**src/rtl/wb_stage.sv**
```systemverilog
// -----------------------------------------------------------------------------
// wb_stage - write-back stage of the 5-stage RISC pipeline.
//
// Registers the memory-stage outputs in the MEM/WB pipeline register, selects
// the write-back value (load data or ALU result), owns the architectural
// register file (two combinational read ports with same-cycle write bypass
// for the decode stage), exports write-back info for the forwarding unit and
// counts retired instructions.
//
// Ports:
//   clk                 clock, all state updates on the rising edge
//   rst                 asynchronous active-high reset
//   ReadData            load data from the memory stage
//   AluResult           ALU result passed through the memory stage
//   destination_reg     destination register index
//   wb_control_signals  {RegWrite, MemtoReg}
//   in_valid            memory stage holds a real instruction (0 = bubble)
//   stall               hold MEM/WB register, suppress commit
//   flush               load a bubble into the MEM/WB register
//   rs1_addr, rs2_addr  decode-stage read addresses
//   rs1_data, rs2_data  read data (with write bypass)
//   wb_reg_write        committing register write this cycle
//   wb_dest_reg         registered destination index
//   wb_data             selected write-back value
//   retired_count       committed instruction count (wraps)
// -----------------------------------------------------------------------------
module wb_stage #(
  parameter int word_size = 32,
  parameter int reg_size  = 5
) (
  input  logic                 clk,
  input  logic                 rst,
  input  logic [word_size-1:0] ReadData,
  input  logic [word_size-1:0] AluResult,
  input  logic [reg_size-1:0]  destination_reg,
  input  logic [1:0]           wb_control_signals,
  input  logic                 in_valid,
  input  logic                 stall,
  input  logic                 flush,
  input  logic [reg_size-1:0]  rs1_addr,
  input  logic [reg_size-1:0]  rs2_addr,
  output logic [word_size-1:0] rs1_data,
  output logic [word_size-1:0] rs2_data,
  output logic                 wb_reg_write,
  output logic [reg_size-1:0]  wb_dest_reg,
  output logic [word_size-1:0] wb_data,
  output logic [31:0]          retired_count
);

  localparam int NREGS = 1 << reg_size;

  // MEM/WB pipeline register
  logic                 valid_q,    valid_d;
  logic                 regwrite_q, regwrite_d;
  logic                 memtoreg_q, memtoreg_d;
  logic [reg_size-1:0]  dest_q,     dest_d;
  logic [word_size-1:0] rdata_q,    rdata_d;
  logic [word_size-1:0] alu_q,      alu_d;

  // Architectural state
  logic [word_size-1:0] regs_q [NREGS];
  logic [31:0]          retired_q, retired_d;

  logic                 commit;

  // Next-state for MEM/WB: flush beats stall beats capture.
  always_comb begin
    valid_d    = valid_q;
    regwrite_d = regwrite_q;
    memtoreg_d = memtoreg_q;
    dest_d     = dest_q;
    rdata_d    = rdata_q;
    alu_d      = alu_q;
    if (flush) begin
      valid_d    = 1'b0;
      regwrite_d = 1'b0;
    end else if (!stall) begin
      valid_d    = in_valid;
      regwrite_d = wb_control_signals[1] & in_valid;
      memtoreg_d = wb_control_signals[0];
      dest_d     = destination_reg;
      rdata_d    = ReadData;
      alu_d      = AluResult;
    end
  end

  always_ff @(posedge clk or posedge rst) begin
    if (rst) begin
      valid_q    <= 1'b0;
      regwrite_q <= 1'b0;
      memtoreg_q <= 1'b0;
      dest_q     <= '0;
      rdata_q    <= '0;
      alu_q      <= '0;
    end else begin
      valid_q    <= valid_d;
      regwrite_q <= regwrite_d;
      memtoreg_q <= memtoreg_d;
      dest_q     <= dest_d;
      rdata_q    <= rdata_d;
      alu_q      <= alu_d;
    end
  end

  // Write-back selection and commit.
  // The instruction held in MEM/WB retires whenever it is not stalled, even
  // when a flush is discarding the incoming instruction in the same cycle.
  assign wb_data      = memtoreg_q ? rdata_q : alu_q;
  assign commit       = valid_q & ~stall;
  assign wb_reg_write = commit & regwrite_q & (dest_q != '0);
  assign wb_dest_reg  = dest_q;

  // Register file: x0 is never written since wb_reg_write excludes dest 0.
  always_ff @(posedge clk or posedge rst) begin
    if (rst) begin
      for (int i = 0; i < NREGS; i++) begin
        regs_q[i] <= '0;
      end
    end else if (wb_reg_write) begin
      regs_q[dest_q] <= wb_data;
    end
  end

  // Read port with write-before-read bypass so decode sees the value being
  // written at the coming edge without a stall.
  function automatic logic [word_size-1:0] read_port(input logic [reg_size-1:0] addr);
    logic [word_size-1:0] val;
    if (addr == '0) begin
      val = '0;
    end else if (wb_reg_write && (addr == dest_q)) begin
      val = wb_data;
    end else begin
      val = regs_q[addr];
    end
    return val;
  endfunction

  assign rs1_data = read_port(rs1_addr);
  assign rs2_data = read_port(rs2_addr);

  // Retired-instruction counter, natural 32-bit wrap.
  assign retired_d = retired_q + {31'd0, commit};

  always_ff @(posedge clk or posedge rst) begin
    if (rst) begin
      retired_q <= '0;
    end else begin
      retired_q <= retired_d;
    end
  end

  assign retired_count = retired_q;

endmodule

```
**config.mk**
```make
export PLATFORM = sky130hd
export DESIGN_NAME = wb_stage
export DESIGN_NICKNAME = d
export VERILOG_FILES = /design/src/rtl/wb_stage.sv
export SDC_FILE = /design/constraint.sdc
export NUM_CORES = 2
export LEC_CHECK = 0
export BUFFER_PORTS_ARGS = -buffer_cell sky130_fd_sc_hd__buf_2
export CAP_MARGIN = 15
export CORE_MARGIN = 5
export CORE_UTILIZATION = 40
export CTS_CLUSTER_DIAMETER = 200
export DETAILED_ROUTE_END_ITERATION = 10
export MAX_ROUTING_LAYER = met4
export PLACE_DENSITY = 0.55
export SYNTH_ARGS = -nofsm -noshare
export SYNTH_HDL_FRONTEND = slang
export SYNTH_SLANG_ARGS = --single-unit
export TNS_END_PERCENT = 10
```
**constraint.sdc**
```tcl
create_clock -name clk -period 61.3 [get_ports clk]
set_input_delay 6.13 -clock clk [delete_from_list [all_inputs] [get_ports clk]]
set_output_delay 6.13 -clock clk [all_outputs]
set_load 0.01 [all_outputs]
```
==> results.ini <==
[status]
status=finished clean

[die]
die_area_um2=152000
io_pins=220
die_h_um=389.9
die_width_um=389.9
start_util_pct=40.22
num_rows=139
core_area_um2=143500

[synthesis]
ys_seq_area_share_pct=48.91
ys_ff_latch=1128
synth_enable_flop_cells=0
yosysTopAreaCellShare_pct=48.91
syn_area_per_cell_um2=11.15
synth_cell_types=72
post-synth-top-count-cell=dfrtp_1
synth_top_area_cell=dfrtp_1
syn_inst=5176
async_reset_ff_share_pct=100.0
yosys-top-cells-count=1128 x dfrtp_1, 687 x nand2_1, 651 x o21ai_0
synth_area_leaders=dfrtp_1 49%, mux4_2 18%, o21ai_0 5.6%
ys.warnings.count=0
syn_nets=5265
netlist_area_um2=57720
synthFlopType=dfrtp_1

[sta]
final-hold-violation-count=0
skew_ns=0.03032
setup_violations=0
tightestPinTransition_ns=1.213
period_needed_ns=16.55
slew_headroom_pct=19.12
rsz0062_at_grt=no
tns_ns=0
period_share_pct=27.00
slew_violations=0
timing.fmax_mhz=60.43

[clock_network]
clock_sinks=1128
cts_resized=0
htreeDepth=3
clkLatencyLatePin_ns=0.77
clk_pin_slew_ns=0.06
clockBufferDepth=3
post_cts_buffers=0
hold_buffers=0
numCtsBuffers=121
cts_root_buffer=clkbuf_16
cts_tree=yes

[route]
vias=43360
first_pass_iters=6
via_per_inst=6.084
drtIter0Drc=4513
wirelength_mm=210.0
final_antenna_net_count=0
wl_per_cell_um=29.47
drc=0

[grt]
antenna_found_initial=13
grt-ovfl-total=0
grt_pass1_wl_mm=308.1
grt_max_degree=175
first_global_vias=42970
grt_usage_pct=28.33

[min_path]
holdPathStages=0
hp-class=flip-flop to flip-flop

[finish]
finalInstanceArea_um2=64500
nNetsFinal=5202
largest_register_ffs=1024
fill_cells=13330
syn_to_final_growth_pct=11.75
drive_gt1_share_pct=23.55
regMostFlops=regs_q

[setup_path]
cp-end-kind=primary output
cp.required_ns=55.17
r2r_cells=4
path_max_fanout=51
startpoint_type=primary input
critPathArrivalTime_ns=10.42
path_class=primary input to primary output

[pwr]
p_leak_nw=27.98
vdd.ir_drop.worst_v=0.00002965
power_per_cell_area_nw_per_um2=27.86

[placed_design]
place_hpwl_mm=122.2
io_buffers=219
routabilityCongestion=0.8264
place_area_um2=60190

[job]
maxCapViolCount=0

[metal layers]
layer | routed length, um | GRT usage, %
met2 | 94330 | 42.11
met1 | 87950 | 38.74
met3 | 19120 | 6.226
met4 | 8613 | 9.854
met5 | 0 | -
[placed cells by master, fill, tap and decap left out, types with 8 or more instances in the layout]
| master | count |
|---|---|
| nor2_1 | 474 |
| nor2b_1 | 14 |
| nand2b_1 | 16 |
| nand3_1 | 17 |
| bufinv_16 | 14 |
| mux2i_2 | 10 |
| mux4_2 | 461 |
| clkbuf_16 | 122 |
| o22ai_1 | 80 |
| inv_1 | 36 |
| clkinv_2 | 33 |
| mux2_2 | 79 |
| a221oi_1 | 28 |
| a22oi_1 | 106 |
| a21oi_1 | 412 |
| nand2_1 | 670 |
| nor4_1 | 12 |
| clkbuf_1 | 14 |
| clkbuf_8 | 33 |
| nor3_1 | 23 |
| nand2_2 | 11 |
| dfrtp_1 | 1127 |
| nor2_4 | 11 |
| a211oi_2 | 19 |
| a221o_1 | 20 |
| o21ai_0 | 651 |
| buf_2 | 213 |
| mux2i_4 | 22 |
| nand4_1 | 10 |
| xnor2_1 | 31 |
| a22o_1 | 17 |
| xor2_1 | 8 |
| a211oi_1 | 43 |
| mux2i_1 | 100 |
| buf_4 | 131 |
[metrics by stage]
step           setup slack (ns)  util, %  instances  total power, mW  hold slack (ns)
3_3_place_gp              44.79    41.95       6892            1.019           0.3777
3_5_place_dp              44.79    41.95       6892            1.021           0.3836
5_1_grt                   44.41    44.95       7126            1.858           0.4073
4_1_cts                   44.79    44.93       7120            1.808           0.3975
6_report                  44.75    44.95       7127            1.797           0.3968
2_1_floorplan             23.40        -       5176           0.9256           0.4413
[report_power, final]
group	switching, mW	total [mW]	internal, mW
logic	0.159	0.228	0.0695
registers	0.0179	0.781	0.763
clock network	0.325	0.788	0.463
total	0.501	1.80	1.30
[cell families (layout without fill, tap and decap cells)]
logic type | Yosys count | count (layout) | synth area share, %
AO/OA/AOI/OAI | 1433 | 1433 | 14.27
AND/OR/NAND/NOR | 1321 | 1321 | 9.419
flip-flops | 1128 | 1128 | 48.91
multiplexers | 673 | 673 | 21.87
buffers and inverters | 578 | 620 | 4.856
XOR/XNOR | 40 | 40 | 0.6200
adder cells (fa/ha/maj) | 3 | 3 | 0.06504
other | 0 | 6 | 0
[worst max-delay path: stages]
cell and delay, ns:
buf_8 0.50, buf_4 0.76, buf_4 0.78, mux4_2 0.61, o22ai_1 0.20, nor3_1 0.09
a211oi_1 0.85, a211oi_1 0.15, buf_2 0.21
[layout make-up]
| type | count | area [um2] | area share (%) |
|---|---|---|---|
| Sequential cell | 1128 | 28230 | 43.77 |
| Multi-Input combinational cell | 3470 | 27220 | 42.20 |
| Clock buffer | 169 | 3560 | 5.519 |
| Tap cell | 1903 | 2381 | 3.692 |
| Timing Repair Buffer | 354 | 2230 | 3.457 |
| Clock inverter | 59 | 713.2 | 1.106 |
| Inverter | 38 | 150.1 | 0.2328 |
| Antenna cell | 6 | 15.01 | 0.02328 |
[worst paths after layout]
path                            slack (ns)           start            to
worst min-delay path                  0.40    regs_q[1000]  regs_q[1000]
worst max-delay path                 44.75     rs2_addr[0]  rs2_data[25]
max in group asynchronous            52.53             rst   regs_q[896]
worst max register to register       57.80  wb_dest_reg[0]   regs_q[864]
worst min register to register        0.40    regs_q[1000]  regs_q[1000]
min in group asynchronous             5.53             rst   regs_q[638]
No activity file was read; power rests on OpenSTA's default activity.
